--- src/rtl/wb_interconnect_if.sv ---
// Wishbone classic bus bundle between one master, the interconnect and NUM_SLAVES slaves.
// The interconnect uses the slave modport; the environment that drives the master side and answers as the slaves uses the master modport.
`timescale 1ns/1ps
interface wb_interconnect_if #(
   parameter int NUM_SLAVES = 5,
   parameter int ADDR_SIZE  = 32,
   parameter int DATA_SIZE  = 32
);
   // Handshake: a transfer is requested while CYC&STB are high and completes on the
   // single cycle where ACK_O or ERR_O is high; the master holds ADR/DAT/WE/SEL stable until then.
   logic [ADDR_SIZE-1:0]            ADR_I;
   logic [DATA_SIZE-1:0]            DAT_I;
   logic [DATA_SIZE-1:0]            DAT_O;
   logic                            CYC_I;
   logic                            STB_I;
   logic                            WE_I;
   logic [DATA_SIZE/8-1:0]          SEL_I;
   logic                            ACK_O;
   logic                            ERR_O;
   logic [ADDR_SIZE-1:0]            s_ADR_O;
   logic [DATA_SIZE-1:0]            s_DAT_O;
   logic                            s_WE_O;
   logic [DATA_SIZE/8-1:0]          s_SEL_O;
   logic [NUM_SLAVES-1:0]           s_CYC_O;
   logic [NUM_SLAVES-1:0]           s_STB_O;
   logic [NUM_SLAVES*DATA_SIZE-1:0] s_DAT_I;
   logic [NUM_SLAVES-1:0]           s_ACK_I;

   modport slave (
      input  ADR_I, DAT_I, CYC_I, STB_I, WE_I, SEL_I, s_DAT_I, s_ACK_I,
      output DAT_O, ACK_O, ERR_O, s_ADR_O, s_DAT_O, s_WE_O, s_SEL_O, s_CYC_O, s_STB_O
   );

   modport master (
      output ADR_I, DAT_I, CYC_I, STB_I, WE_I, SEL_I, s_DAT_I, s_ACK_I,
      input  DAT_O, ACK_O, ERR_O, s_ADR_O, s_DAT_O, s_WE_O, s_SEL_O, s_CYC_O, s_STB_O
   );
endinterface

--- src/rtl/wb_interconnect.sv ---
// Single-master, N-slave Wishbone classic interconnect with base/mask decode and bus error on unmapped addresses.
// Optional slave-ACK timeout is built when WB_INTERCONNECT_TIMEOUT_EN is defined.
`timescale 1ns/1ps
module wb_interconnect #(
   parameter int NUM_SLAVES = 5,
   parameter int ADDR_SIZE  = 32,
   parameter int DATA_SIZE  = 32,
   parameter logic [NUM_SLAVES*ADDR_SIZE-1:0] SLAVE_BASE =
      {32'hF0C00000, 32'hF0000000, 32'h40000000, 32'h10000000, 32'h00000000},
   parameter logic [NUM_SLAVES*ADDR_SIZE-1:0] SLAVE_MASK =
      {32'hFFC00000, 32'hFFFE0000, 32'hFC000000, 32'hFFFFF000, 32'hFFFF0000},
   parameter int TIMEOUT_CYCLES = 255
) (
   input  logic                 clock,
   input  logic                 reset,
   wb_interconnect_if.slave     bus,
   output logic [ADDR_SIZE-1:0] err_addr,
   output logic [7:0]           err_count,
   output logic [1:0]           o_state
);
   localparam int IW = (NUM_SLAVES > 1) ? $clog2(NUM_SLAVES) : 1;

   typedef enum logic [1:0] {
      S_IDLE  = 2'd0,
      S_BUSY  = 2'd1,
      S_ERROR = 2'd2
   } state_t;

   state_t                r_state;
   logic [IW-1:0]         r_sel_idx;
   logic [NUM_SLAVES-1:0] r_sel_oh;
   logic [ADDR_SIZE-1:0]  r_err_addr;
   logic [7:0]            r_err_count;
   logic                  r_err_o;

   logic                  w_req;
   logic                  w_hit;
   logic [IW-1:0]         w_hit_idx;
   logic [NUM_SLAVES-1:0] w_hit_oh;
   logic                  w_ack;
   logic [7:0]            w_err_count_inc;

`ifdef WB_INTERCONNECT_TIMEOUT_EN
   localparam int TW = (TIMEOUT_CYCLES > 1) ? $clog2(TIMEOUT_CYCLES + 1) : 1;
   logic [TW-1:0] r_tmo_cnt;
`endif

   assign w_req = bus.CYC_I & bus.STB_I;

   // Descending scan so the lowest matching index is the last one written and wins.
   always_comb begin
      w_hit     = 1'b0;
      w_hit_idx = '0;
      w_hit_oh  = '0;
      for (int i = NUM_SLAVES - 1; i >= 0; i--) begin
         if ((bus.ADR_I & SLAVE_MASK[i*ADDR_SIZE +: ADDR_SIZE]) == SLAVE_BASE[i*ADDR_SIZE +: ADDR_SIZE]) begin
            w_hit       = 1'b1;
            w_hit_idx   = IW'(i);
            w_hit_oh    = '0;
            w_hit_oh[i] = 1'b1;
         end
      end
   end

   assign w_ack           = (r_state == S_BUSY) & bus.s_ACK_I[r_sel_idx] & w_req;
   assign w_err_count_inc = (r_err_count == 8'hFF) ? r_err_count : r_err_count + 8'd1;

   assign bus.s_ADR_O = bus.ADR_I;
   assign bus.s_DAT_O = bus.DAT_I;
   assign bus.s_WE_O  = bus.WE_I;
   assign bus.s_SEL_O = bus.SEL_I;
   // Strobes follow the master live so an abort removes them in the same cycle.
   assign bus.s_CYC_O = r_sel_oh & {NUM_SLAVES{w_req}};
   assign bus.s_STB_O = r_sel_oh & {NUM_SLAVES{w_req}};
   assign bus.ACK_O   = w_ack;
   assign bus.ERR_O   = r_err_o;
   assign bus.DAT_O   = (r_state == S_BUSY) ? bus.s_DAT_I[r_sel_idx*DATA_SIZE +: DATA_SIZE] : '0;

   assign err_addr  = r_err_addr;
   assign err_count = r_err_count;
   assign o_state   = r_state;

   always_ff @(posedge clock) begin
      if (reset) begin
         r_state     <= S_IDLE;
         r_sel_idx   <= '0;
         r_sel_oh    <= '0;
         r_err_addr  <= '0;
         r_err_count <= '0;
         r_err_o     <= 1'b0;
`ifdef WB_INTERCONNECT_TIMEOUT_EN
         r_tmo_cnt   <= '0;
`endif
      end else begin
         case (r_state)
            S_IDLE: begin
               r_err_o <= 1'b0;
               if (w_req) begin
                  if (w_hit) begin
                     r_sel_idx <= w_hit_idx;
                     r_sel_oh  <= w_hit_oh;
                     r_state   <= S_BUSY;
`ifdef WB_INTERCONNECT_TIMEOUT_EN
                     r_tmo_cnt <= '0;
`endif
                  end else begin
                     r_err_addr  <= bus.ADR_I;
                     r_err_count <= w_err_count_inc;
                     r_err_o     <= 1'b1;
                     r_state     <= S_ERROR;
                  end
               end
            end
            S_BUSY: begin
               if (w_ack || !bus.CYC_I) begin
                  r_sel_oh <= '0;
                  r_state  <= S_IDLE;
               end
`ifdef WB_INTERCONNECT_TIMEOUT_EN
               else if (r_tmo_cnt == TW'(TIMEOUT_CYCLES - 1)) begin
                  r_sel_oh    <= '0;
                  r_err_addr  <= bus.ADR_I;
                  r_err_count <= w_err_count_inc;
                  r_err_o     <= 1'b1;
                  r_state     <= S_ERROR;
               end else begin
                  r_tmo_cnt <= r_tmo_cnt + 1'b1;
               end
`endif
            end
            S_ERROR: begin
               r_err_o <= 1'b0;
               r_state <= S_IDLE;
            end
            default: begin
               r_sel_oh <= '0;
               r_err_o  <= 1'b0;
               r_state  <= S_IDLE;
            end
         endcase
      end
   end
endmodule

--- src/flat_wrapper.sv ---
// flat-port wrapper written by rule: the top's interface ports become plain ports
module wb_interconnect_flat 
#(
   parameter int NUM_SLAVES = 5,
   parameter int ADDR_SIZE  = 32,
   parameter int DATA_SIZE  = 32,
   parameter logic [NUM_SLAVES*ADDR_SIZE-1:0] SLAVE_BASE =
      {32'hF0C00000, 32'hF0000000, 32'h40000000, 32'h10000000, 32'h00000000},
   parameter logic [NUM_SLAVES*ADDR_SIZE-1:0] SLAVE_MASK =
      {32'hFFC00000, 32'hFFFE0000, 32'hFC000000, 32'hFFFFF000, 32'hFFFF0000},
   parameter int TIMEOUT_CYCLES = 255
)
  (clock, reset, err_addr, err_count, o_state, bus_ADR_I, bus_DAT_I, bus_CYC_I, bus_STB_I, bus_WE_I, bus_SEL_I, bus_s_DAT_I, bus_s_ACK_I, bus_DAT_O, bus_ACK_O, bus_ERR_O, bus_s_ADR_O, bus_s_DAT_O, bus_s_WE_O, bus_s_SEL_O, bus_s_CYC_O, bus_s_STB_O);
  wb_interconnect_if #(.NUM_SLAVES(NUM_SLAVES), .ADDR_SIZE(ADDR_SIZE), .DATA_SIZE(DATA_SIZE)) bus_i ();
  input  logic clock;
  input  logic reset;
  output logic [ADDR_SIZE-1:0] err_addr;
  output logic [7:0] err_count;
  output logic [1:0] o_state;
  input wire logic [$bits(bus_i.ADR_I)-1:0] bus_ADR_I;
  input wire logic [$bits(bus_i.DAT_I)-1:0] bus_DAT_I;
  input wire logic [$bits(bus_i.CYC_I)-1:0] bus_CYC_I;
  input wire logic [$bits(bus_i.STB_I)-1:0] bus_STB_I;
  input wire logic [$bits(bus_i.WE_I)-1:0] bus_WE_I;
  input wire logic [$bits(bus_i.SEL_I)-1:0] bus_SEL_I;
  input wire logic [$bits(bus_i.s_DAT_I)-1:0] bus_s_DAT_I;
  input wire logic [$bits(bus_i.s_ACK_I)-1:0] bus_s_ACK_I;
  output wire logic [$bits(bus_i.DAT_O)-1:0] bus_DAT_O;
  output wire logic [$bits(bus_i.ACK_O)-1:0] bus_ACK_O;
  output wire logic [$bits(bus_i.ERR_O)-1:0] bus_ERR_O;
  output wire logic [$bits(bus_i.s_ADR_O)-1:0] bus_s_ADR_O;
  output wire logic [$bits(bus_i.s_DAT_O)-1:0] bus_s_DAT_O;
  output wire logic [$bits(bus_i.s_WE_O)-1:0] bus_s_WE_O;
  output wire logic [$bits(bus_i.s_SEL_O)-1:0] bus_s_SEL_O;
  output wire logic [$bits(bus_i.s_CYC_O)-1:0] bus_s_CYC_O;
  output wire logic [$bits(bus_i.s_STB_O)-1:0] bus_s_STB_O;
  assign bus_i.ADR_I = bus_ADR_I;
  assign bus_i.DAT_I = bus_DAT_I;
  assign bus_i.CYC_I = bus_CYC_I;
  assign bus_i.STB_I = bus_STB_I;
  assign bus_i.WE_I = bus_WE_I;
  assign bus_i.SEL_I = bus_SEL_I;
  assign bus_i.s_DAT_I = bus_s_DAT_I;
  assign bus_i.s_ACK_I = bus_s_ACK_I;
  assign bus_DAT_O = bus_i.DAT_O;
  assign bus_ACK_O = bus_i.ACK_O;
  assign bus_ERR_O = bus_i.ERR_O;
  assign bus_s_ADR_O = bus_i.s_ADR_O;
  assign bus_s_DAT_O = bus_i.s_DAT_O;
  assign bus_s_WE_O = bus_i.s_WE_O;
  assign bus_s_SEL_O = bus_i.s_SEL_O;
  assign bus_s_CYC_O = bus_i.s_CYC_O;
  assign bus_s_STB_O = bus_i.s_STB_O;
  wb_interconnect #(.NUM_SLAVES(NUM_SLAVES), .ADDR_SIZE(ADDR_SIZE), .DATA_SIZE(DATA_SIZE), .SLAVE_BASE(SLAVE_BASE), .SLAVE_MASK(SLAVE_MASK), .TIMEOUT_CYCLES(TIMEOUT_CYCLES)) u_core (.clock(clock), .reset(reset), .bus(bus_i), .err_addr(err_addr), .err_count(err_count), .o_state(o_state));
endmodule
--- config.mk ---
export PLATFORM = sky130hd
export DESIGN_NAME = wb_interconnect_flat
export DESIGN_NICKNAME = d
export VERILOG_FILES = /design/src/rtl/wb_interconnect_if.sv /design/src/rtl/wb_interconnect.sv /design/src/flat_wrapper.sv
export SDC_FILE = /design/constraint.sdc
export NUM_CORES = 1
export LEC_CHECK = 0
export CAP_MARGIN = 10
export CELL_PAD_IN_SITES_DETAIL_PLACEMENT = 0
export CELL_PAD_IN_SITES_GLOBAL_PLACEMENT = 1
export CORE_AREA = 2 2 154 156
export CTS_BUF_LIST = sky130_fd_sc_hd__clkbuf_2 sky130_fd_sc_hd__clkbuf_4 sky130_fd_sc_hd__clkbuf_8
export CTS_CLUSTER_DIAMETER = 60
export DETAILED_ROUTE_END_ITERATION = 16
export DIE_AREA = 0 0 156 158
export GPL_TIMING_DRIVEN = 0
export PLACE_DENSITY_LB_ADDON = 0.1
export SETUP_SLACK_MARGIN = 0.02
export SYNTH_ARGS = -nofsm -noshare
export SYNTH_HDL_FRONTEND = slang
export SYNTH_SLANG_ARGS = --single-unit
--- constraint.sdc ---
create_clock -name clock -period 4.05 [get_ports clock]
set_input_delay 0.81 -clock clock [delete_from_list [all_inputs] [get_ports clock]]
set_output_delay 0.81 -clock clock [all_outputs]
set_load 0.1 [all_outputs]
---- Word level (Yosys, flattened, before mapping) ----
Cells that the tools add are included.
cells by class
  mux-type cells .......................... 29
  bitwise operators ....................... 7
  shift operators ......................... 1
  equal/unequal tests ..................... 10
  add/sub/neg operators ................... 1
  reductions and logical operators ........ 9
  $lt $le $gt $ge ......................... 1
operator list
  operator                                               count
  indexed part select 160 x 9 -> 32 bit                  1
  two-way mux 5 bit                                      8
  zero test 32 bit                                       1
  two-way mux 32 bit                                     1
  equality test 20 x 17 -> 1 bit, second input constant  1
  equality test 15 bit, second input constant            1
  two-way mux 3 bit                                      5
  case mux 5 bit (3 select lines)                        1
  equality test 10 bit, second input constant            1
  adder 8 x 1 -> 8 bit, second input constant            1
  equality test 8 bit, second input constant             1
  two-way mux 1 bit                                      8
  AND reduction 4 bit                                    2
  equality test 6 x 5 -> 1 bit, second input constant    1
  two-way mux 2 bit                                      3
  AND reduction 3 bit                                    2
  AND 5 bit                                              1
  < comparator 3 x 4 -> 1 bit, second input constant     1
  inequality test 2 x 1 -> 1 bit, second input constant  2
  case mux 2 bit (2 select lines)                        1
  AND 1 bit                                              3
  binary-select mux 1 bit (select 3 bit)                 1
  NOT 1 bit                                              3
  equality test 2 x 1 -> 1 bit, second input constant    1
  7 further kinds                                        7
storage, ports and cells
  register bits after elaboration ......... 51
  output and inout bits ................... 155

---- Logic depth before layout (Yosys ltp) ----
Gate-level depths: netlist (run 1).
  word-level depth ........................ 9
  gate-level depth with buffers ........... 8

---- Least setup slack after synthesis (run 1) ----
OpenSTA, ideal clock, no wires.
  path kind ............................... register to output
  start point ............................. reg u_core.r_state[0] (netlist: u_core.o_state[0])
  end point ............................... out bus_ACK_O
  path buffers ............................ 1
  data arrival time ....................... 3.355 ns
  cell stages (with the launch flop) ...... 4
  path slack .............................. -0.115 ns
  path through ............................ dfxtp_1 > nand2b_1 > buf_1 > nor3_1
between the ends
  longest elaborated chain between the ends .. 3
RTL lines
  what                          RTL line                RTL
  start, declared               wb_interconnect.sv:29   state_t r_state;
  start signal, assigned        wb_interconnect.sv:85   r_state <= S_IDLE;
  start signal, assigned        wb_interconnect.sv:102  r_state <= S_BUSY;
  start signal, assigned        wb_interconnect.sv:110  r_state <= S_ERROR;
  equality test 2 x 1 -> 1 bit  wb_interconnect.sv:65   assign w_ack = (r_state == S_BUSY) & bus.s_ACK_I[r_sel_idx] & w_req;
  AND 1 bit (2 in a row)        wb_interconnect.sv:65
  end, declared                 flat_wrapper.sv:29      output wire logic [$bits(bus_i.ACK_O)-1:0] bus_ACK_O;
Every way passes these cells.

---- Final worst setup path (run 1) ----
  start point ............................. in bus_CYC_I
  end point ............................... out bus_s_STB_O[2]
between the ends
  longest elaborated chain between the ends .. 2
RTL lines
  what             RTL line               RTL
  start, declared  flat_wrapper.sv:22     input wire logic [$bits(bus_i.CYC_I)-1:0] bus_CYC_I;
  AND 1 bit        wb_interconnect.sv:48  assign w_req = bus.CYC_I & bus.STB_I;
  AND 5 bit        wb_interconnect.sv:74  assign bus.s_STB_O = r_sel_oh & {NUM_SLAVES{w_req}};
  end, declared    flat_wrapper.sv:36     output wire logic [$bits(bus_i.s_STB_O)-1:0] bus_s_STB_O;
Every way passes these cells.

==> impl_metrics.yaml, run 1 <==
clocking:
  clock_sinks: 51
  cts_made_buffers: 5
  clockRootBuffer: "clkbuf_8"
  clk_pin_slew_ns: 0.09
  clock_tree.buffer_depth: 2
  htree_levels: 2
  clk_latency_ns: 0.32
  cts_tree: "yes"
worst_setup_path:
  criticalPathCategory: "in2out"
  arrival_ns: 2.93
  worstPathRequired_ns: 3.24
  worstReg2RegEnd: "u_core.r_sel_oh[1]"
  reg2reg_depth: 6
  reg2reg_slack_ns: 1.84
  r2r-start: "u_core.r_sel_idx[1]"
  worstSetupEndpointType: "output port"
  crit_fanout: 9
  start_kind: "input port"
power:
  p_total_mw: 1.72
  power.switching_uw: 728
  pwr-share-comb: 0.503
  pwr-share-seq: 0.308
  p_sw_frac: 0.424
  p_int_uw: 990
  p_per_area_mw_per_mm2: 213
  power_leakage_nw: 3.05
  irDropWorstVdd_mv: 0.162
  pwr-share-clk: 0.189
timing:
  hold_viol: 0
  post-route-period-util: 0.923
  holdWs_ns: 0.463
  worst_slew_pin_slew_ns: 1.03
  maxSlewViolCount: 0
  fin_worst_skew_ns: 0.0152
  min_period_ns: 3.74
  fin_setup_tns_ns: 0
  max_freq_ghz: 0.268
  rsz0062_at_grt: "false"
  slew_headroom: 0.312
  setup_viol: 0
  setup_slack_ns: 0.313
grt:
  grt_max_degree: 19
  grt-ovfl-total: 0
  grt_util_all_layers: 0.168
  grt_pass1_wl_um: 31500
  antenna_found_initial: 3
  grt_pass1_vias: 5189
placement:
  place_ws_ns: 0.0667
  port_buffers: 355
  place_area_mm2: 0.00808
  place_congestion: 0.818
  dp_hpwl_um: 18700
  placed_cells: 1132
die:
  core_area_mm2: 0.0231
  std_cell_rows: 56
  die_area_mm2: 0.0246
  die_w_um: 156
  start_util: 0.181
  fp.dieH_um: 158
  io_pins: 393
yosys:
  synth_area_per_cell_um2: 8.55
  synth_edf_count: 0
  synthCells: 487
  syn_nets: 726
  synth.distinct_cells: 52
  synth.cells.most_frequent: "buf_4, dfxtp_1, nor2_1, a21oi_1, nand3_1"
  syn_area_mm2: 0.00416
  async_flop_share: 0
  yosysTopAreaCell: "dfxtp_1"
  synthTopCellsByArea: "dfxtp_1, mux4_2, buf_4"
  synth_top_area_frac: 0.245
  ys.flop_type: "dfxtp_1"
  synth_most_common_cell: "buf_4"
  ys_warn_count: 0
  ys_ff_latch: 51
  synth-seq-area-share: 0.245
route:
  routed_wl_um: 22200
  ant_nets: 0
  drcViolationCount: 0
  routed-via-count: 5098
  drt_iter0_drc: 229
  vias_per_cell: 4.46
  dr.pass1.iters: 5
  routedWlPerCell_um: 19.5
layout:
  nNetsFinal: 1088
  fillers: 2388
  area_growth_pct: 93.4
  finalCoreUtilization: 0.349
  fin_area_mm2: 0.00805
  finalNonFillerCells: 1142
  drive_above_1_share: 0.202
min_path:
  hold_depth: 2
  hold_start: "u_core.bus.ERR_O"
  hold_path_class: "reg2reg"
  min_to: "u_core.bus.ERR_O"
outcome:
  status: "finished clean"
flow_run:
  cap_violations: 0
## critical path: stages
cell	delay, ns
clkdlybuf4s50_1	0.63
and3_1	0.23
buf_4	0.11
clkdlybuf4s50_1	1.14
## power groups by stage
stage,clock [mW],sequential (mW),combinational [mW]
after global routing,0.354,0.531,0.899
final,0.325,0.529,0.864
after floorplan,0,0.658,0.411
after global placement,0,0.540,0.861
after detailed placement,0,0.540,0.865
after CTS,0.340,0.529,0.869
## what timing repair did
action | 4_1_cts | 5_1_grt
setup endpoints to repair | 31 | 30
gates cloned | 0 | 0
gates resized for setup | 40 | 53
setup buffers | 0 | 0
pin swaps | 0 | 0
hold buffers | 0 | 0
## worst max path at each step
stage | startpoint | slack (ns) | to | depth (start not counted)
after floorplan | u_core.o_state[0] | 0.47 | bus_DAT_O[10] | 4
after global placement | u_core.r_sel_idx[1] | 0.05 | bus_DAT_O[4] | 6
after detailed placement | u_core.r_sel_idx[1] | 0.07 | bus_DAT_O[4] | 6
after CTS | u_core.r_sel_idx[1] | 0.02 | bus_DAT_O[7] | 6
after global routing | u_core.r_sel_idx[1] | 0.10 | bus_DAT_O[9] | 6
final | bus_CYC_I | 0.31 | bus_s_STB_O[2] | 4
## layer usage
metal | vias up | GRT usage | share of wire
li1 | 2463 | - | -
met1 | 2407 | 0.184 | 0.38
met2 | 210 | 0.313 | 0.52
met3 | 16 | 0.0550 | 0.093
met4 | 2 | 0.0411 | 0.012
met5 | - | 0 | 0.00076
## flip-flops by register name (all words and copies together) (netlist names)
register,flops
u_core.err_count,8
u_core.o_state,2
u_core.err_addr,32
u_core.r_sel_oh,5
u_core.r_sel_idx,3
u_core.bus.ERR_O,1
## layout make-up
cell class / instances / area (µm²) / share of cell area
clock buffer: 5 / 68.8 / 0.00855
timing repair buffer: 355 / 3420 / 0.425
buffer: 113 / 727 / 0.0903
multi-input combinational: 318 / 2400 / 0.298
clock inverter: 3 / 26.3 / 0.00326
inverter: 5 / 18.8 / 0.00233
antenna: 2 / 5.00 / 0.000622
tap: 290 / 363 / 0.0451
sequential: 51 / 1020 / 0.127
## cell usage in the layout (no fill, tap or decap), types with 5 or more instances in the layout
cell type and count:
and3_1 5, clkbuf_2 31, a21oi_1 39, clkbuf_8 5
nand2_1 21, inv_1 5, nand4_1 5, buf_4 74
clkdlybuf4s50_1 322, o21ai_0 29, mux2i_1 8, a22oi_1 32
buf_2 11, mux4_2 32, clkbuf_1 22, dfxtp_1 51
nand3_1 37, nor3_1 7, nor2_1 44
## cells by family after synthesis
logic type | count (synthesis) | share of synthesized area
and+or+nand+nor | 145 | 0.176
AOI/OAI and AO/OA | 130 | 0.198
buffers and inverters | 118 | 0.179
DFF | 51 | 0.245
muxes | 42 | 0.199
adders and majority gates | 1 | 0.00301
Note: power is estimated with default switching activity, not from simulation.
==> run 2: changes to the inputs <==
--- a/config.mk
+++ b/config.mk
@@ -13,6 +13,7 @@
 export CTS_CLUSTER_DIAMETER = 60
 export DETAILED_ROUTE_END_ITERATION = 16
 export DIE_AREA = 0 0 156 158
+export GPL_ROUTABILITY_DRIVEN = 0
 export GPL_TIMING_DRIVEN = 0
 export PLACE_DENSITY_LB_ADDON = 0.1
 export SETUP_SLACK_MARGIN = 0.02
==> results of run 2 <==
No change in the layout: final DEF, timing and power equal those of run 1.
